<file path="config.mk">
export PLATFORM = sky130hd
export DESIGN_NAME = cv32e40p_apu_dispatcher
export DESIGN_NICKNAME = d
export VERILOG_FILES = /design/src/rtl/cv32e40p_apu_dispatcher.sv
export SDC_FILE = /design/constraint.sdc
export NUM_CORES = 1
export LEC_CHECK = 0
export BUFFER_PORTS_ARGS = -buffer_cell sky130_fd_sc_hd__buf_2
export CORE_ASPECT_RATIO = 0.75
export CORE_UTILIZATION = 40
export CTS_CLUSTER_DIAMETER = 50
export DETAILED_ROUTE_END_ITERATION = 12
export HOLD_SLACK_MARGIN = 0.12
export PLACE_DENSITY_LB_ADDON = 0.15
export SYNTH_ARGS = -nofsm -noshare
export SYNTH_HDL_FRONTEND = slang
export SYNTH_SLANG_ARGS = --single-unit
</file>
<file path="constraint.sdc">
create_clock -name clk_i -period 7.85 [get_ports clk_i]
set_input_delay 1.1775 -clock clk_i [delete_from_list [all_inputs] [get_ports clk_i]]
set_output_delay 1.1775 -clock clk_i [all_outputs]
set_load 0.01 [all_outputs]
</file>
<file path="src/rtl/cv32e40p_apu_dispatcher.sv">
// Routes cv32e40p APU requests to NUM_CH accelerator channels and returns results in issue order.
// Optional stall counter enabled by defining CV32E40P_APU_DISPATCH_PERF_EN.
module cv32e40p_apu_dispatcher #(
    parameter int NUM_CH       = 2,
    parameter int DEPTH        = 4,
    parameter int APU_NARGS    = 3,
    parameter int APU_WOP      = 6,
    parameter int APU_NDSFLAGS = 15,
    parameter int APU_NUSFLAGS = 5,
    parameter int CH_SEL_LSB   = 3
) (
    input  logic                           clk_i,
    input  logic                           rst_i,
    input  logic                           apu_req_i,
    output logic                           apu_gnt_o,
    input  logic [APU_NARGS*32-1:0]        apu_operands_i,
    input  logic [APU_WOP-1:0]             apu_op_i,
    input  logic [APU_NDSFLAGS-1:0]        apu_flags_i,
    output logic                           apu_rvalid_o,
    output logic [31:0]                    apu_result_o,
    output logic [APU_NUSFLAGS-1:0]        apu_rflags_o,
    output logic [NUM_CH-1:0]              ch_req_o,
    input  logic [NUM_CH-1:0]              ch_gnt_i,
    output logic [APU_NARGS*32-1:0]        ch_operands_o,
    output logic [APU_WOP-1:0]             ch_op_o,
    output logic [APU_NDSFLAGS-1:0]        ch_flags_o,
    input  logic [NUM_CH-1:0]              ch_rvalid_i,
    input  logic [NUM_CH*32-1:0]           ch_result_i,
    input  logic [NUM_CH*APU_NUSFLAGS-1:0] ch_rflags_i,
    output logic                           busy_o,
    output logic                           err_o,
    output logic [31:0]                    stall_cnt_o
);

    localparam int CH_W  = (NUM_CH > 1) ? $clog2(NUM_CH) : 1;
    localparam int PTR_W = $clog2(DEPTH);
    localparam int CNT_W = PTR_W + 1;
    localparam int RES_W = 32 + APU_NUSFLAGS;

    logic [CH_W-1:0]  w_sel_raw;
    logic [CH_W-1:0]  w_sel;
    logic             w_full;
    logic             w_req;
    logic [NUM_CH-1:0] w_issue;
    logic [NUM_CH-1:0] w_push;
    logic [NUM_CH-1:0] w_pop;
    logic             w_spur;
    logic [CH_W-1:0]  w_head;
    logic             w_head_avail;
    logic [RES_W-1:0] w_head_data;
    logic             w_retire;

    logic [CH_W-1:0]  r_trk_mem [DEPTH];
    logic [PTR_W-1:0] r_trk_wptr;
    logic [PTR_W-1:0] r_trk_rptr;
    logic [CNT_W-1:0] r_cnt;

    logic [RES_W-1:0] r_res_mem  [NUM_CH][DEPTH];
    logic [PTR_W-1:0] r_res_wptr [NUM_CH];
    logic [PTR_W-1:0] r_res_rptr [NUM_CH];
    logic [CNT_W-1:0] r_res_cnt  [NUM_CH];
    logic [CNT_W-1:0] r_outst    [NUM_CH];

    logic                    r_rvalid;
    logic [31:0]             r_result;
    logic [APU_NUSFLAGS-1:0] r_rflags;
    logic                    r_err;

    // Out-of-range channel fields fall back to channel 0.
    assign w_sel_raw = apu_op_i[CH_SEL_LSB +: CH_W];
    assign w_sel     = ({1'b0, w_sel_raw} < (CH_W+1)'(NUM_CH)) ? w_sel_raw : '0;
    assign w_full    = (r_cnt == CNT_W'(DEPTH));
    assign w_req     = apu_req_i && !w_full && !rst_i;

    always_comb begin
        // NOTE: every always_comb output gets a default first so no latch is inferred.
        ch_req_o = '0;
        for (int c = 0; c < NUM_CH; c++) begin
            ch_req_o[c] = w_req && (w_sel == CH_W'(c));
        end
    end

    assign w_issue   = ch_req_o & ch_gnt_i;
    assign apu_gnt_o = |w_issue;

    assign ch_operands_o = rst_i ? '0 : apu_operands_i;
    assign ch_op_o       = rst_i ? '0 : apu_op_i;
    assign ch_flags_o    = rst_i ? '0 : apu_flags_i;

    always_comb begin
        w_push = '0;
        for (int c = 0; c < NUM_CH; c++) begin
            w_push[c] = ch_rvalid_i[c] && (r_outst[c] != '0);
        end
    end

    assign w_spur = |(ch_rvalid_i & ~w_push);
    assign w_head = r_trk_mem[r_trk_rptr];

    // A result arriving for the head op goes straight into the output register.
    always_comb begin
        w_head_avail = 1'b0;
        w_head_data  = '0;
        for (int c = 0; c < NUM_CH; c++) begin
            if (w_head == CH_W'(c)) begin
                w_head_avail = (r_res_cnt[c] != '0) || w_push[c];
                w_head_data  = (r_res_cnt[c] != '0) ? r_res_mem[c][r_res_rptr[c]]
                             : {ch_result_i[32*c +: 32], ch_rflags_i[APU_NUSFLAGS*c +: APU_NUSFLAGS]};
            end
        end
    end

    assign w_retire = (r_cnt != '0) && w_head_avail;

    always_comb begin
        w_pop = '0;
        for (int c = 0; c < NUM_CH; c++) begin
            w_pop[c] = w_retire && (w_head == CH_W'(c));
        end
    end

    always_ff @(posedge clk_i or posedge rst_i) begin
        // NOTE: sequential state uses non-blocking assignments only.
        if (rst_i) begin
            r_trk_wptr <= '0;
            r_trk_rptr <= '0;
            r_cnt      <= '0;
            r_rvalid   <= 1'b0;
            r_result   <= '0;
            r_rflags   <= '0;
            r_err      <= 1'b0;
            for (int c = 0; c < NUM_CH; c++) begin
                r_res_wptr[c] <= '0;
                r_res_rptr[c] <= '0;
                r_res_cnt[c]  <= '0;
                r_outst[c]    <= '0;
            end
        end else begin
            if (apu_gnt_o) r_trk_wptr <= r_trk_wptr + PTR_W'(1);
            if (w_retire)  r_trk_rptr <= r_trk_rptr + PTR_W'(1);
            r_cnt <= r_cnt + CNT_W'(apu_gnt_o) - CNT_W'(w_retire);
            for (int c = 0; c < NUM_CH; c++) begin
                r_outst[c]   <= r_outst[c] + CNT_W'(w_issue[c]) - CNT_W'(w_push[c]);
                r_res_cnt[c] <= r_res_cnt[c] + CNT_W'(w_push[c]) - CNT_W'(w_pop[c]);
                if (w_push[c]) r_res_wptr[c] <= r_res_wptr[c] + PTR_W'(1);
                if (w_pop[c])  r_res_rptr[c] <= r_res_rptr[c] + PTR_W'(1);
            end
            r_rvalid <= w_retire;
            if (w_retire) {r_result, r_rflags} <= w_head_data;
            if (w_spur)   r_err <= 1'b1;
        end
    end

    // NOTE: storage arrays are not reset; the pointers and counters alone define validity.
    always_ff @(posedge clk_i) begin
        if (apu_gnt_o) r_trk_mem[r_trk_wptr] <= w_sel;
        for (int c = 0; c < NUM_CH; c++) begin
            if (w_push[c]) begin
                r_res_mem[c][r_res_wptr[c]] <=
                    {ch_result_i[32*c +: 32], ch_rflags_i[APU_NUSFLAGS*c +: APU_NUSFLAGS]};
            end
        end
    end

    assign apu_rvalid_o = r_rvalid;
    assign apu_result_o = r_result;
    assign apu_rflags_o = r_rflags;
    assign busy_o       = (r_cnt != '0) || r_rvalid;
    assign err_o        = r_err;

`ifdef CV32E40P_APU_DISPATCH_PERF_EN
    logic [31:0] r_stall_cnt;

    always_ff @(posedge clk_i or posedge rst_i) begin
        if (rst_i) begin
            r_stall_cnt <= '0;
        end else if (apu_req_i && !apu_gnt_o && (r_stall_cnt != '1)) begin
            r_stall_cnt <= r_stall_cnt + 32'd1;
        end
    end

    assign stall_cnt_o = r_stall_cnt;
`else
    assign stall_cnt_o = '0;
`endif

endmodule

</file>
==> results of run 1 <==
cell usage in the layout, fill, tap and decap left out, types with 2 or more instances in the layout:
master / synthesis / final
conb_1: 1 / 32
fa_1: 5 / 5
mux4_2: 75 / 74
xnor2_1: 14 / 14
buf_4: 34 / 17
xor2_1: 5 / 5
nor2b_1: 117 / 117
nor2_1: 3 / 3
buf_2: 13 / 356
dfrtp_1: 66 / 62
edfxtp_1: 300 / 300
mux2_2: 30 / 30
bufinv_16: 0 / 3
diode_2: 0 / 2
a32oi_1: 37 / 37
mux2_1: 8 / 8
dfrtp_2: 0 / 2
and2_2: 0 / 8
and2_1: 14 / 6
a211oi_1: 2 / 2
or3_2: 0 / 2
clkbuf_8: 0 / 3
clkinv_1: 0 / 2
nor3_1: 4 / 3
inv_1: 29 / 28
clkinv_4: 0 / 2
a21oi_1: 38 / 38
dfrtp_4: 0 / 2
nand2_1: 116 / 116
clkbuf_16: 0 / 37
o21ai_0: 2 / 2
ha_1: 22 / 22
clkbuf_1: 35 / 10
clkinv_2: 0 / 5
worst max-delay path: stages:
cell,delay (ns)
buf_4,0.26
buf_4,0.75
nor2b_1,0.14
buf_2,0.19
report_power, final:
part           internal, mW  switching [mW]  total, mW
Clock                 0.995           0.708       1.70
Sequential             2.64           0.346       2.99
Combinational          1.13            1.34       2.47
layout make-up:
type | instances | share of cell area, %
multi-input combinational | 539 | 24.7
sequential | 366 | 55.5
tap | 512 | 3.33
clock buffer | 50 | 5.22
inverter | 29 | 0.572
antenna | 2 | 0.0260
clock inverter | 12 | 0.748
timing repair buffer | 373 | 9.92
metal layers:
metal | GRT usage, % | vias up
li1 | - | 4349
met1 | 37.5 | 4933
met2 | 32.3 | 345
met3 | 7.60 | 41
met4 | 3.48 | 2
met5 | 0 | -
flip-flops by register name (all words and copies together), names as in the netlist:
| signal | count |
|---|---|
| r_trk_wptr | 2 |
| r_trk_rptr | 2 |
| apu_result_o | 32 |
| r_res_rptr | 4 |
| r_cnt | 3 |
| r_res_wptr | 4 |
| r_res_mem | 296 |
| apu_rvalid_o | 1 |
| apu_rflags_o | 5 |
| r_outst | 6 |
| r_trk_mem | 4 |
| err_o | 1 |
| r_res_cnt | 6 |
final timing paths:
kind	slack, ns	cells after the start	endpoint	from
worst min-delay path	0.48	1	r_trk_rptr[1]	r_trk_rptr[1]
worst min register to register	0.48	1	r_trk_rptr[1]	r_trk_rptr[1]
worst max register to register	4.49	8	r_res_cnt[5]	r_trk_rptr[0]
worst max-delay path	4.08	4	ch_operands_o[52]	rst_i
max in group asynchronous	5.43	4	r_res_rptr[2]	rst_i
min in group asynchronous	1.13	3	r_outst[0]	rst_i
logic make-up (layout without fill, tap and decap cells):
family / count (synthesis) / count (layout) / synth area share [%]
AOI/OAI and AO/OA: 87 / 87 / 3.82
xor gates and xnor gates: 19 / 19 / 1.05
adders and majority gates: 27 / 27 / 2.37
buffers and inverters: 118 / 464 / 3.75
DFF: 366 / 366 / 67.2
muxes: 114 / 114 / 13.4
other: 1 / 34 / 0.0236
and+or+nand+nor: 260 / 260 / 8.37
==> impl_metrics.csv, run 1 <==
group,metric,value,unit
job,drv_cap,0,
layout,multi_input_area,0.00476,mm²
synthesis,synth-main-ff-cell,"edfxtp_1",
worst_setup_path,crit_type,"in -> out",
sta,finalSetupViolCount,0,
layout,nets,1570,
synthesis,yosys.cell_count.top_type,"edfxtp_1",
placed_design,dpl-instance-area,0.0181,mm²
sta,setup_slack,4.08,ns
layout,final_area,0.0192,mm²
global_route,gr-total-overflow,0,
worst_setup_path,cp-end-kind,"primary output",
floorplan,core,0.0387,mm²
power,leakage,7.56,nW
floorplan,die_w,232,µm
power,p_per_area,373,mW/mm²
sta,fin_skew,0.0229,ns
synthesis,avgSynthCellArea,16.0,µm²
sta,slew_viol_final,0,
outcome,status,"completed",
detailed_routing,drc_errors,0,
global_route,grt_usage,23.8,%
detailed_routing,wl_met1,22800,µm
detailed_routing,top_layer_used,"met5",
global_route,antenna_found_initial,9,
synthesis,yosysTopAreaCell,"edfxtp_1",
floorplan,design.portCount,390,
worst_setup_path,worstPathRequired,6.67,ns
worst_hold_path,min_path_type,"reg -> reg",
placed_design,place_inst,1819,
layout,fin_cells,1883,
placed_design,dp_hpwl,31200,µm
clock_network,cts_buffer_depth,3,
clock_network,clk_pin_slew,0.06,ns
detailed_routing,firstDrtPassIters,5,
layout,drive_gt1_share,39.9,%
synthesis,yosys-top-cells-area,"edfxtp_1 (57%), mux4_2 (11%), dfrtp_1 (10%)",
detailed_routing,wirelength,47800,µm
layout,fill_cells,3369,
detailed_routing,via_per_inst,5.14,
synthesis,async_flop_share,18.0,%
worst_setup_path,critPathMaxFanout,91,
sta,hold_viol,0,
floorplan,dieArea,0.0405,mm²
clock_network,cts_root_buf,"clkbuf_16",
synthesis,yosysWarnings,0,
clock_network,cts_tree,"done",
clock_network,post_cts_resized,0,
clock_network,hold_buffers,0,
synthesis,synth_edf_count,300,
floorplan,dieHeight,174,µm
clock_network,clk_latency,0.53,ns
sta,rsz0062_at_grt,"no",
sta,fmax,265,MHz
synthesis,yosys.area.top_type_share,56.8,%
floorplan,rows,62,
detailed_routing,vias,9670,
global_route,grt_pass1_vias,9776,
clock_network,cts.sinks,366,
synthesis,yosysSeqAreaShare,67.2,%
sta,worst_hold_slack,0.476,ns
sta,maxSlewHeadroom,28.9,%
power,power,7.17,mW
synthesis,synth.distinct_cells,38,
sta,fin_crit,3.77,ns
clock_network,cts_made_buffers,36,
floorplan,initial_utilization,41.0,%
synthesis,synth_area,0.0159,mm²
placed_design,dp_slack,4.12,ns
sta,finalSetupTns,0,ns
worst_setup_path,startpoint_type,"input pin",
global_route,grt_max_degree,92,
global_route,grt_pass1_wl,68500,µm
placed_design,port_buffers,357,
detailed_routing,routed-wl-met3,4550,µm
worst_setup_path,arrival,2.59,ns
detailed_routing,wire_per_inst,25.4,µm
clock_network,postCtsSetupBuffers,0,
synthesis,ys_ff_latch,366,
sta,min_period_over_period,48.0,%
detailed_routing,ant_nets,0,
synthesis,synth_cells,992,
layout,fin_util,49.7,%
detailed_routing,dr_wl_met2,20000,µm
clock_network,htreeDepth,2,
placed_design,routabilityCongestion,0.878,
layout,regArea,0.0107,mm²
sta,worst_slew_pin_slew,1.06,ns
synthesis,synthTopCellsByCount,"edfxtp_1 (300), nor2b_1 (117), nand2_1 (116), mux4_2 (75), dfrtp_1 (66)",
power,irDropWorstVdd,0.221,mV
layout,syn_to_final_growth,21.3,%
detailed_routing,drt-initial-drc-count,820,
Power figures use the tool's default switching activity.
==> inputs of run 2 (changes only) <==
Clock period 7.85 ns to 3.6 ns, I/O delays scaled along.
==> run 2 against run 1 <==
- critical path depth rose by 4
- clock-buffer cell count fell by 1
- die area did not move
- setup slack got worse by 3.4 ns
- hold slack got worse by 0.23 ns
- flip-flop and latch count did not move
- global-route usage fell by 0.52 points
- clock power rose by 120%
- first-iteration DRC count fell by 0.85%
- critical path type is now reg -> reg
- critical endpoint is now r_res_cnt[5]
==> impl_metrics.csv, run 2 (synthesis gave the netlist of run 1 again) <==
group,metric,value,unit
outcome,status,"completed",
sta,worst_slew_pin_slew,0.969,ns
floorplan,rows,62,
layout,syn_to_final_growth,22.3,%
power,p_per_area,808,mW/mm²
worst_setup_path,startpoint,"r_trk_rptr[0]",
worst_setup_path,r2r-start,"r_trk_rptr[0]",
global_route,grt_pass1_vias,9782,
clock_network,postCtsSetupBuffers,0,
sta,worst_hold_slack,0.241,ns
placed_design,port_buffers,357,
worst_setup_path,crit_chain,"mux4_4 > a211oi_1 > ha_1 > inv_1 > ha_1 > fa_1 > xor2_1 > xnor2_1",
sta,hold_viol,0,
sta,finalSetupViolCount,0,
layout,final_cell_mix,"buf_2 (356), edfxtp_1 (300), nor2b_1 (117), nand2_1 (116), mux4_2 (74)",
layout,final_common_cell,"buf_2",
floorplan,design.portCount,390,
layout,largest_reg_flops,296,
power,irDropWorstVdd,0.359,mV
clock_network,cts_root_buf,"clkbuf_16",
worst_hold_path,min_path_type,"in -> reg",
clock_network,htreeDepth,2,
global_route,antenna_found_initial,5,
worst_setup_path,startpoint_type,"register",
worst_setup_path,critPathMaxFanout,27,
sta,rsz0062_at_grt,"no",
detailed_routing,firstDrtPassIters,7,
clock_network,post_cts_resized,0,
worst_setup_path,crit_family,"multiplexers",
sta,slew_viol_final,0,
floorplan,dieHeight,174,µm
detailed_routing,drt-initial-drc-count,813,
clock_network,cts_tree,"done",
clock_network,cts_buffer_depth,3,
clock_network,clk_pin_slew,0.07,ns
clock_network,cts_made_buffers,37,
power,leakage,7.64,nW
worst_setup_path,crit_type,"reg -> reg",
worst_setup_path,worstPathRequired,4.00,ns
sta,maxSlewHeadroom,35.4,%
detailed_routing,via_per_inst,5.15,
worst_setup_path,r2r_end,"r_res_cnt[5]",
sta,fin_crit,2.95,ns
worst_setup_path,cpMostUsedCell,"ha_1",
sta,finalSetupTns,0,ns
worst_setup_path,setup.worst_path.end,"r_res_cnt[5]",
worst_setup_path,ff2ff_setup_slack,0.65,ns
global_route,grt_pass1_wl,67600,µm
worst_setup_path,reg2reg_depth,8,
detailed_routing,ant_nets,0,
worst_setup_path,cp-end-kind,"register",
placed_design,dp_hpwl,32300,µm
worst_setup_path,crit_path_max_incr_delay,0.85,ns
global_route,grt_usage,23.3,%
clock_network,cts.sinks,366,
global_route,grt_max_degree,91,
clock_network,clk_latency,0.54,ns
global_route,gr-total-overflow,0,
sta,setup_slack,0.645,ns
worst_setup_path,arrival,3.36,ns
detailed_routing,wirelength,47200,µm
floorplan,dieArea,0.0405,mm²
worst_setup_path,slowest_stage,"mux4_4",
clock_network,hold_buffers,0,
placed_design,dp_slack,0.613,ns
sta,fin_skew,0.0244,ns
job,drv_cap,0,
layout,fin_util,50.1,%
power,power,15.7,mW
floorplan,die_w,232,µm
worst_setup_path,cp.depth,8,
layout,nets,1583,
detailed_routing,vias,9802,
floorplan,initial_utilization,41.0,%
layout,drive_gt1_share,40.2,%
detailed_routing,drc_errors,0,
floorplan,core,0.0387,mm²
sta,fmax,338,MHz
detailed_routing,wire_per_inst,24.8,µm
sta,min_period_over_period,82.1,%
placed_design,routabilityCongestion,0.890,
worst_setup_path,crit_buf_inv,1,
run 2: how the worst min path moves through the flow:
stage / start / end / slack [ns] / depth (start not counted)
floorplan: r_trk_rptr[1] / r_trk_rptr[1] / 0.45 / 1
global placement: r_trk_rptr[1] / r_trk_rptr[1] / 0.47 / 1
detailed placement: r_trk_rptr[1] / r_trk_rptr[1] / 0.47 / 1
CTS: ch_result_i[51] / r_res_mem[0][283] / 0.23 / 1
global route: ch_result_i[58] / r_res_mem[0][216] / 0.23 / 1
finish: ch_result_i[9] / r_res_mem[0][88] / 0.24 / 1
run 2: cell type report:
type	count	area [µm²]
clock inverter	19	141
inverter	29	110
sequential	366	10700
antenna	3	7.51
tap	512	641
fill	3256	19300
timing repair buffer	385	2060
multi-input combinational	539	4760
clock buffer	49	1010
run 2: power breakdown:
part	internal [mW]	switching, mW	total [mW]
logic	2.55	2.92	5.48
registers	5.76	0.726	6.49
clock network	2.13	1.59	3.72
run 2: per-layer routing:
metal | part of all wire (%) | up-vias | global-route usage [%] | wire length, µm
li1 | - | 4381 | - | -
met1 | 47 | 5032 | 36.4 | 22400
met2 | 42 | 336 | 31.3 | 19700
met3 | 9.6 | 49 | 8.05 | 4540
met4 | 1.2 | 4 | 3.67 | 543
met5 | 0.057 | - | 0 | 27
run 2: metrics by stage:
stage | area, µm² | cells
floorplan | 16000 | 1023
global placement | 18200 | 1831
detailed placement | 18200 | 1831
CTS | 19400 | 1899
global route | 19400 | 1899
finish | 19400 | 1902
